<file path="config.mk">
export PLATFORM = sky130hd
export DESIGN_NAME = multicycle_control_fsm
export DESIGN_NICKNAME = d
export VERILOG_FILES = /design/src/rtl/cpu_ctrl_pkg.sv /design/src/rtl/ctrl_output_decode.sv /design/src/rtl/multicycle_control_fsm.sv
export SDC_FILE = /design/constraint.sdc
export NUM_CORES = 1
export LEC_CHECK = 0
export CAP_MARGIN = 20
export CORE_MARGIN = 1
export CORE_UTILIZATION = 40
export DETAILED_ROUTE_END_ITERATION = 16
export GPL_TIMING_DRIVEN = 0
export HOLD_SLACK_MARGIN = 0.08
export PLACE_DENSITY = 0.71
export SLEW_MARGIN = 20
export SYNTH_ARGS = -nofsm -noshare
export SYNTH_HDL_FRONTEND = slang
export SYNTH_SLANG_ARGS = --single-unit
</file>
<file path="constraint.sdc">
create_clock -name clk -period 2.45 [get_ports clk]
set_clock_uncertainty 0.05 [all_clocks]
set_input_delay 0.49 -clock clk [delete_from_list [all_inputs] [get_ports clk]]
set_output_delay 0.49 -clock clk [all_outputs]
set_load 0.01 [all_outputs]
</file>
<file path="src/rtl/cpu_ctrl_pkg.sv">
// Shared definitions for the multi-cycle RV32I control sequencer:
// opcodes, FSM states and datapath mux codes.
package cpu_ctrl_pkg;

    localparam logic [6:0] OP_RTYPE  = 7'h33;
    localparam logic [6:0] OP_ITYPE  = 7'h13;
    localparam logic [6:0] OP_LOAD   = 7'h03;
    localparam logic [6:0] OP_STORE  = 7'h23;
    localparam logic [6:0] OP_BRANCH = 7'h63;
    localparam logic [6:0] OP_JAL    = 7'h6F;
    localparam logic [6:0] OP_JALR   = 7'h67;
    localparam logic [6:0] OP_LUI    = 7'h37;
    localparam logic [6:0] OP_AUIPC  = 7'h17;
    localparam logic [6:0] OP_ECALL  = 7'h73;

    typedef enum logic [3:0] {
        S_IF, S_ID, S_EX_R, S_EX_I, S_EX_ADDR, S_EX_BR, S_EX_JAL, S_EX_JALR,
        S_MEM_RD, S_MEM_WR, S_WB_ALU, S_WB_MEM, S_HALT
    } state_t;

    localparam logic [1:0] PC_SRC_PLUS4  = 2'd0;
    localparam logic [1:0] PC_SRC_TARGET = 2'd1;
    localparam logic [1:0] PC_SRC_JALR   = 2'd2;

    localparam logic [1:0] WB_ALU_OUT = 2'd0;
    localparam logic [1:0] WB_MDR     = 2'd1;
    localparam logic [1:0] WB_PC4     = 2'd2;

    localparam logic [1:0] SRC_B_RS2  = 2'd0;
    localparam logic [1:0] SRC_B_FOUR = 2'd1;
    localparam logic [1:0] SRC_B_IMM  = 2'd2;

    localparam logic [1:0] ALU_ADD    = 2'd0;
    localparam logic [1:0] ALU_FUNCT  = 2'd1;
    localparam logic [1:0] ALU_BRANCH = 2'd2;

    typedef struct packed {
        logic       pc_write;
        logic [1:0] pc_src;
        logic       i_or_d;
        logic       mem_read;
        logic       mem_write;
        logic       ir_write;
        logic       reg_write;
        logic [1:0] wb_sel;
        logic       alu_src_a;
        logic [1:0] alu_src_b;
        logic [1:0] alu_class;
        logic       inst_retired;
    } ctrl_t;

endpackage

</file>
<file path="src/rtl/ctrl_output_decode.sv">
// Combinational map from FSM state (plus bcond for branches) to the raw control word.
// Handshake gating and reset masking are applied by the parent.
module ctrl_output_decode
    import cpu_ctrl_pkg::*;
(
    input  state_t state,
    input  logic   bcond,
    output ctrl_t  ctrl
);

    always_comb begin
        ctrl = '0;
        unique case (state)
            S_IF: begin
                ctrl.mem_read  = 1'b1;
                ctrl.ir_write  = 1'b1;
                ctrl.alu_src_b = SRC_B_FOUR;
            end
            S_ID: ctrl.alu_src_b = SRC_B_IMM;
            S_EX_R: begin
                ctrl.alu_src_a = 1'b1;
                ctrl.alu_src_b = SRC_B_RS2;
                ctrl.alu_class = ALU_FUNCT;
            end
            S_EX_I: begin
                ctrl.alu_src_a = 1'b1;
                ctrl.alu_src_b = SRC_B_IMM;
                ctrl.alu_class = ALU_FUNCT;
            end
            S_EX_ADDR: begin
                ctrl.alu_src_a = 1'b1;
                ctrl.alu_src_b = SRC_B_IMM;
            end
            S_EX_BR: begin
                ctrl.alu_src_a    = 1'b1;
                ctrl.alu_src_b    = SRC_B_RS2;
                ctrl.alu_class    = ALU_BRANCH;
                ctrl.pc_write     = 1'b1;
                ctrl.pc_src       = bcond ? PC_SRC_TARGET : PC_SRC_PLUS4;
                ctrl.inst_retired = 1'b1;
            end
            S_EX_JAL: begin
                ctrl.reg_write    = 1'b1;
                ctrl.wb_sel       = WB_PC4;
                ctrl.pc_write     = 1'b1;
                ctrl.pc_src       = PC_SRC_TARGET;
                ctrl.inst_retired = 1'b1;
            end
            S_EX_JALR: begin
                ctrl.alu_src_a    = 1'b1;
                ctrl.alu_src_b    = SRC_B_IMM;
                ctrl.reg_write    = 1'b1;
                ctrl.wb_sel       = WB_PC4;
                ctrl.pc_write     = 1'b1;
                ctrl.pc_src       = PC_SRC_JALR;
                ctrl.inst_retired = 1'b1;
            end
            S_MEM_RD: begin
                ctrl.mem_read = 1'b1;
                ctrl.i_or_d   = 1'b1;
            end
            S_MEM_WR: begin
                ctrl.mem_write    = 1'b1;
                ctrl.i_or_d       = 1'b1;
                ctrl.pc_write     = 1'b1;
                ctrl.inst_retired = 1'b1;
            end
            S_WB_ALU, S_WB_MEM: begin
                ctrl.reg_write    = 1'b1;
                ctrl.wb_sel       = (state == S_WB_MEM) ? WB_MDR : WB_ALU_OUT;
                ctrl.pc_write     = 1'b1;
                ctrl.inst_retired = 1'b1;
            end
            default: ;
        endcase
    end

endmodule

</file>
<file path="src/rtl/multicycle_control_fsm.sv">
// Multi-cycle RV32I control sequencer: state register, next-state logic,
// memory-wait watchdog and sticky halt flags.
module multicycle_control_fsm
    import cpu_ctrl_pkg::*;
#(
    parameter int unsigned MEM_TIMEOUT = 16
) (
    input  logic       clk,
    input  logic       reset,
    input  logic [6:0] opcode,
    input  logic       bcond,
    input  logic       halt_cond,
    input  logic       mem_ready,
    output logic       pc_write,
    output logic [1:0] pc_src,
    output logic       i_or_d,
    output logic       mem_read,
    output logic       mem_write,
    output logic       ir_write,
    output logic       reg_write,
    output logic [1:0] wb_sel,
    output logic       alu_src_a,
    output logic [1:0] alu_src_b,
    output logic [1:0] alu_class,
    output logic       inst_retired,
    output logic       is_halted,
    output logic       mem_timeout
);

    localparam int unsigned CntW = $clog2(MEM_TIMEOUT) + 1;

    state_t          state_q, state_d;
    logic [CntW-1:0] wait_cnt_q, wait_cnt_d;
    logic            is_halted_q, mem_timeout_q;
    logic            waiting, timeout, ecall_nop, ready_gate;
    ctrl_t           ctrl;

    assign waiting   = (state_q == S_IF) || (state_q == S_MEM_RD) || (state_q == S_MEM_WR);
    assign timeout   = waiting && !mem_ready && (wait_cnt_q == CntW'(MEM_TIMEOUT - 1));
    assign ecall_nop = (state_q == S_ID) && (opcode == OP_ECALL) && !halt_cond;

    always_comb begin
        state_d = state_q;
        unique case (state_q)
            S_IF: begin
                if (timeout)        state_d = S_HALT;
                else if (mem_ready) state_d = S_ID;
            end
            S_ID: begin
                case (opcode)
                    OP_RTYPE:                   state_d = S_EX_R;
                    OP_ITYPE, OP_LUI, OP_AUIPC: state_d = S_EX_I;
                    OP_LOAD, OP_STORE:          state_d = S_EX_ADDR;
                    OP_BRANCH:                  state_d = S_EX_BR;
                    OP_JAL:                     state_d = S_EX_JAL;
                    OP_JALR:                    state_d = S_EX_JALR;
                    OP_ECALL:                   state_d = halt_cond ? S_HALT : S_IF;
                    default:                    state_d = S_HALT;
                endcase
            end
            S_EX_R, S_EX_I:                 state_d = S_WB_ALU;
            S_EX_ADDR:                      state_d = (opcode == OP_LOAD) ? S_MEM_RD : S_MEM_WR;
            S_EX_BR, S_EX_JAL, S_EX_JALR:   state_d = S_IF;
            S_MEM_RD: begin
                if (timeout)        state_d = S_HALT;
                else if (mem_ready) state_d = S_WB_MEM;
            end
            S_MEM_WR: begin
                if (timeout)        state_d = S_HALT;
                else if (mem_ready) state_d = S_IF;
            end
            S_WB_ALU, S_WB_MEM:             state_d = S_IF;
            default:                        state_d = S_HALT;
        endcase
    end

    // Counts consecutive stalled cycles; any state change or completion restarts it.
    assign wait_cnt_d = (waiting && !mem_ready && (state_d == state_q)) ?
                        wait_cnt_q + 1'b1 : '0;

    always_ff @(posedge clk or negedge reset) begin
        if (!reset) begin
            state_q       <= S_IF;
            wait_cnt_q    <= '0;
            is_halted_q   <= 1'b0;
            mem_timeout_q <= 1'b0;
        end else begin
            state_q    <= state_d;
            wait_cnt_q <= wait_cnt_d;
            if (state_d == S_HALT) is_halted_q   <= 1'b1;
            if (timeout)           mem_timeout_q <= 1'b1;
        end
    end

    ctrl_output_decode u_decode (
        .state (state_q),
        .bcond (bcond),
        .ctrl  (ctrl)
    );

    // Completion strobes in IF and MEM_WR only fire on the cycle memory responds.
    assign ready_gate = ((state_q == S_IF) || (state_q == S_MEM_WR)) ? mem_ready : 1'b1;

    // Strobes are masked by the raw reset so an async abort kills them immediately.
    assign pc_write     = reset & ((ctrl.pc_write & ready_gate) | ecall_nop);
    assign inst_retired = reset & ((ctrl.inst_retired & ready_gate) | ecall_nop);
    assign ir_write     = reset & ctrl.ir_write & ready_gate;
    assign mem_read     = reset & ctrl.mem_read & !timeout;
    assign mem_write    = reset & ctrl.mem_write & !timeout;
    assign reg_write    = reset & ctrl.reg_write;
    assign pc_src       = ctrl.pc_src;
    assign i_or_d       = ctrl.i_or_d;
    assign wb_sel       = ctrl.wb_sel;
    assign alu_src_a    = ctrl.alu_src_a;
    assign alu_src_b    = ctrl.alu_src_b;
    assign alu_class    = ctrl.alu_class;
    assign is_halted    = is_halted_q;
    assign mem_timeout  = mem_timeout_q;

endmodule
</file>
Word level (Yosys, flattened, before mapping)
Index checks and enable logic that the tools add are counted.

storage, ports and cells
  register bits = 11
  bits of input ports = 12
  output and inout bits = 18
  logic and storage cells = 86

cells by class
  $add $sub $neg = 1
  equal/unequal tests = 24
  multiplexer cells = 24
  bitwise operators = 10
  reduce and logical (&&, ||, !) cells = 23

operator list
  operator                                                         count
  4-bit one-hot mux with 7 select lines                            2
  7-bit == test, second input constant                             4
  4-bit 2-to-1 mux                                                 7
  7-bit by 6-bit == test with 1-bit output, second input constant  3
  4-bit == test, second input constant                             5
  4-bit by 3-bit == test with 1-bit output, second input constant  4
  7-bit by 5-bit == test with 1-bit output, second input constant  2
  2-bit OR reduction                                               6
  1-bit 2-to-1 mux                                                 10
  5-bit OR reduction                                               2
  1-bit AND                                                        9
  4-bit by 2-bit == test with 1-bit output, second input constant  2
  2-bit one-hot mux with 2 select lines                            2
  7-bit by 2-bit == test with 1-bit output, second input constant  1
  2-bit one-hot mux with 3 select lines                            1
  3-bit one-hot mux with 2 select lines                            1
  6-bit OR reduction                                               1
  5-bit by 1-bit adder with 5-bit output, second input constant    1
  5-bit by 4-bit == test with 1-bit output, second input constant  1
  1-bit logical AND                                                5
  5-bit 2-to-1 mux                                                 1
  4-bit by 1-bit == test with 1-bit output, second input constant  1
  4-bit == test                                                    1
  4-bit zero test                                                  1
  5 further kinds                                                  9

Longest topological paths before layout
  depth after elaboration = 10
  depth in mapped cells = 8
  gate-level depth less buffers = 8

By module
A second synthesis with hierarchy kept.

second synthesis, totals
  cells, all modules = 123
  area, all modules = 938.4 µm²

by module, submodules not included
  module                  instances  cells each  area each (µm²)  sequential area each (µm²)
  multicycle_control_fsm  1          93          793.3            275.3
  ctrl_output_decode      1          30          145.1            0.0

Worst setup path before layout
No wires, ideal clock.

  path kind = flip-flop to output port
  start = register wait_cnt_q[0]
  end = output port mem_read
  data arrival time = 1.627 ns
  data required time = 1.910 ns
  path slack = 0.283 ns
  cell stages (with the launch flop) = 8
  buffers on the path = 0
  cells stage by stage = dfrtp_1 > ha_1 > and3_1 > ha_1 > nor2b_1 > nand3_1 > nand2_1 > nor4_1

between the ends
  word-level cells in the longest chain between the ends = 4

ends and longest elaborated chain
  item                                      line                           RTL
  start, declared                           multicycle_control_fsm.sv:33   logic [CntW-1:0] wait_cnt_q, wait_cnt_d;
  start signal, assigned                    multicycle_control_fsm.sv:89   wait_cnt_q <= wait_cnt_d;
  5-bit by 4-bit == test with 1-bit output  multicycle_control_fsm.sv:39   assign timeout = waiting && !mem_ready && (wait_cnt_q == CntW'(MEM_TIMEOUT - 1));
  1-bit logical AND                         multicycle_control_fsm.sv:39
  1-bit zero test                           multicycle_control_fsm.sv:108  assign mem_read = reset & ctrl.mem_read & !timeout;
  1-bit AND                                 multicycle_control_fsm.sv:108
  end, declared                             multicycle_control_fsm.sv:17   output logic mem_read,

Every way passes these cells.

Worst setup path after layout
Ends and elaborated chain as after synthesis.

==> summary.txt <==
Die
  • Num rows: 17
  • Initial Util: 0.420
  • Core area: 2190 sq um
  • Top Ports: 30
  • DIE AREA: 2500 sq um
  • Die width: 50.0 microns
  • Die height: 50.0 microns

Final layout
  • # fillers: 193
  • Final Non-Filler Cells: 188
  • Synthesis-to-layout area growth: 53.0%
  • Fin nets: 175
  • Antenna cells: 0
  • Fraction of layout cells with a size suffix above 1: 0.281

Clocking
  • CTS Sinks: 11
  • Worst-Skew Late Latency: 0.26 ns
  • H-tree depth: 1
  • Clk pin slew, worst setup/hold paths: 0.07 ns
  • Cts hold-fix bufs: 0
  • CTS tree: done
  • CTS Root Cell: clkbuf_4
  • CTS Buf Count: 3
  • Clk buf depth: 2

Detailed routing
  • Detailed router's first-iteration violation count: 13
  • Via Count: 1011
  • Routed Antenna Nets: 0
  • # DRC: 0
  • Vias/cell: 5.38
  • WL/cell: 13.8 microns
  • Total routed wirelength: 2590 microns
  • 1st-pass router iterations: 4

Setup path
  • Worst path max stage delay: 0.39 ns
  • Crit path top cell by count: ha_2
  • CP Data Arrival Time: 1.80 ns
  • Crit path max fanout: 3
  • Crit path kind: flop to primary output
  • Worst setup EP type: primary output
  • Critical path, cell by cell: ha_2 > and3_4 > ha_2 > nor2b_4 > nand3_2 > nand2_2 > nor4_2 > buf_2
  • CP startpoint kind: flop
  • Critical Path RT: 1.91 ns
  • Slowest stage cell, crit path: dfrtp_1

STA
  • Final Hold Fails: 0
  • Fin crit period: 2.34 ns
  • Fmax: 0.427 GHz
  • Crit share post-route: 0.957
  • Final setup fails: 0
  • Setup_tns: 0 ns
  • Max transition margin: 0.647
  • RSZ-0062 raised after global routing: no
  • Slew @ Worst Pin: 0.529 ns
  • Slew Limit Fails: 0

Logic synthesis
  • Cells after Synth: 116
  • FF+latch count, synth: 11
  • Syn Std Cell Area: 921 sq um
  • Synth Area per Inst: 7.94 sq um
  • Asr flop ratio synth: 1.00
  • Seq/Total Area, Yosys: 0.299
  • Net Count, Synth: 130
  • Count of cell types in the netlist: 38
  • Yosys warnings: 0
  • Main synth FF type: dfrtp_1
  • Post-synth EDFFs: 0

Placement
  • Post-DP HPWL: 1850 microns
  • GPL Wtd Cong: 0.857
  • Port bufs: 28
  • Post-Place Cells: 172

Power
  • PD cells: 817 nW/um^2
  • Peak supply drop: 0.599 mV
  • LEAKAGE: 0.622 nW

GRT
  • Pin count of the biggest net entering global routing: 16
  • Number of antenna violations at the first check in global routing: 0
  • Vias in the first global route: 974
  • Total track usage: 0.225
  • First-pass GRT wire length: 4370 microns
  • Congestion Overflow GR: 0

Status
  • Status: finished clean

Worst hold path
  • Worst Hold Class: input pin to asynchronous set/reset pin

Job
  • Max-cap viol count: 0
[routing by layer]
metal,vias up,track usage,wire [microns],part of all wire
met1,465,0.281,1110,0.43
met2,42,0.384,1300,0.50
met4,0,0.0619,21,0.0081
li1,500,-,-,-
met5,-,0,0,0
met3,4,0.0494,160,0.062
[sequential cells by signal, indices dropped and copies added (netlist names)]
| register | flops |
|---|---|
| mem_timeout | 1 |
| wait_cnt_q | 5 |
| state_q | 4 |
| is_halted | 1 |
[logic make-up (layout without fill, tap and decap cells)]
logic type | count (synthesis) | in the layout | synth area share
and+or+nand+nor | 59 | 59 | 0.352
AOI/OAI and AO/OA | 23 | 23 | 0.200
buffers and inverters | 17 | 61 | 0.0829
DFF | 11 | 11 | 0.299
xor gates and xnor gates | 3 | 3 | 0.0285
adders and majority gates | 2 | 2 | 0.0272
muxes | 1 | 1 | 0.0109
[per-stage QoR]
stage	util	setup WS (ns)	hold slack (ns)	cell area [sq um]	total power, mW
finish	0.643	0.106	0.174	1410	1.15
global route	0.643	0.00744	0.204	1410	1.24
CTS	0.611	-0.00461	0.182	1340	1.08
detailed placement	0.564	-0.484	0.407	1240	0.925
global placement	0.564	-0.461	0.399	1240	0.907
floorplan	-	0.283	0.144	921	0.674
[layout by cell type, fill, tap and decap left out, types with 4 or more instances in the layout]
cell and n:
buf_4 17, nand2_1 6, clkdlybuf4s50_1 15, dfrtp_1 9, dlygate4sd2_1 7, nand3_1 5
nand2b_1 6, nor2_1 13, nor3_1 8, o21a_1 4, inv_1 10
[synthesized netlist by cell type, drive strengths merged, types with 2 or more instances]
| master | number | area [sq um] |
|---|---|---|
| clkbuf | 4 | 15.0 |
| xnor2 | 2 | 17.5 |
| ha | 2 | 25.0 |
| inv | 10 | 37.5 |
| dfrtp | 11 | 275 |
| nand2 | 8 | 30.0 |
| and3 | 4 | 25.0 |
| nand3 | 6 | 30.0 |
| a2111oi | 3 | 32.5 |
| nor3 | 11 | 60.1 |
| a211o | 2 | 18.8 |
| nand2b | 6 | 37.5 |
| a211oi | 3 | 22.5 |
| buf | 3 | 23.8 |
| nor2 | 13 | 48.8 |
| a21oi | 4 | 23.8 |
| o21a | 4 | 30.0 |
| nor4 | 3 | 18.8 |
| nor2b | 4 | 25.0 |
[path summary, 6_finish.rpt]
check	startpoint	endpoint	slack (ns)	cells after the start
min in group clk	mem_timeout	mem_timeout	0.42	1
hold reg to reg	mem_timeout	mem_timeout	0.42	1
max in group asynchronous	reset	state_q[2]	1.88	1
setup reg to reg	wait_cnt_q[0]	is_halted	0.26	7
hold / removal	reset	wait_cnt_q[3]	0.17	1
setup / recovery	wait_cnt_q[0]	mem_read	0.11	8
[worst max-delay path: cells and delay by family, from the launching register on]
family / cells / cell delay [ns]
buffers and inverters: 1 / 0.17
adders and majority gates: 2 / 0.38
and+or+nand+nor: 5 / 0.62
DFF: 1 / 0.39
[what timing repair did]
item	4_1_cts	5_1_grt
resized for setup	35	17
endpoints found under the hold margin	0	0
setup buffers	6	6
pin swaps	8	4
endpoints found under the setup margin	8	11
[layout make-up]
| class | count | area (sq um) | area share |
|---|---|---|---|
| Inverter | 10 | 37.5 | 0.0266 |
| Sequential cell | 11 | 278 | 0.197 |
| Timing Repair Buffer | 40 | 353 | 0.250 |
| Tap cell | 28 | 35.0 | 0.0249 |
| Multi-Input combinational cell | 88 | 629 | 0.447 |
| Buffer | 7 | 50.0 | 0.0355 |
| Clock buffer | 4 | 26.3 | 0.0187 |
[power breakdown]
| group | switching, mW | internal [mW] |
|---|---|---|
| sequential | 0.0369 | 0.220 |
| combinational | 0.405 | 0.368 |
| clock | 0.0578 | 0.0629 |
| total | 0.500 | 0.651 |
(Power assumes the default switching activity.)
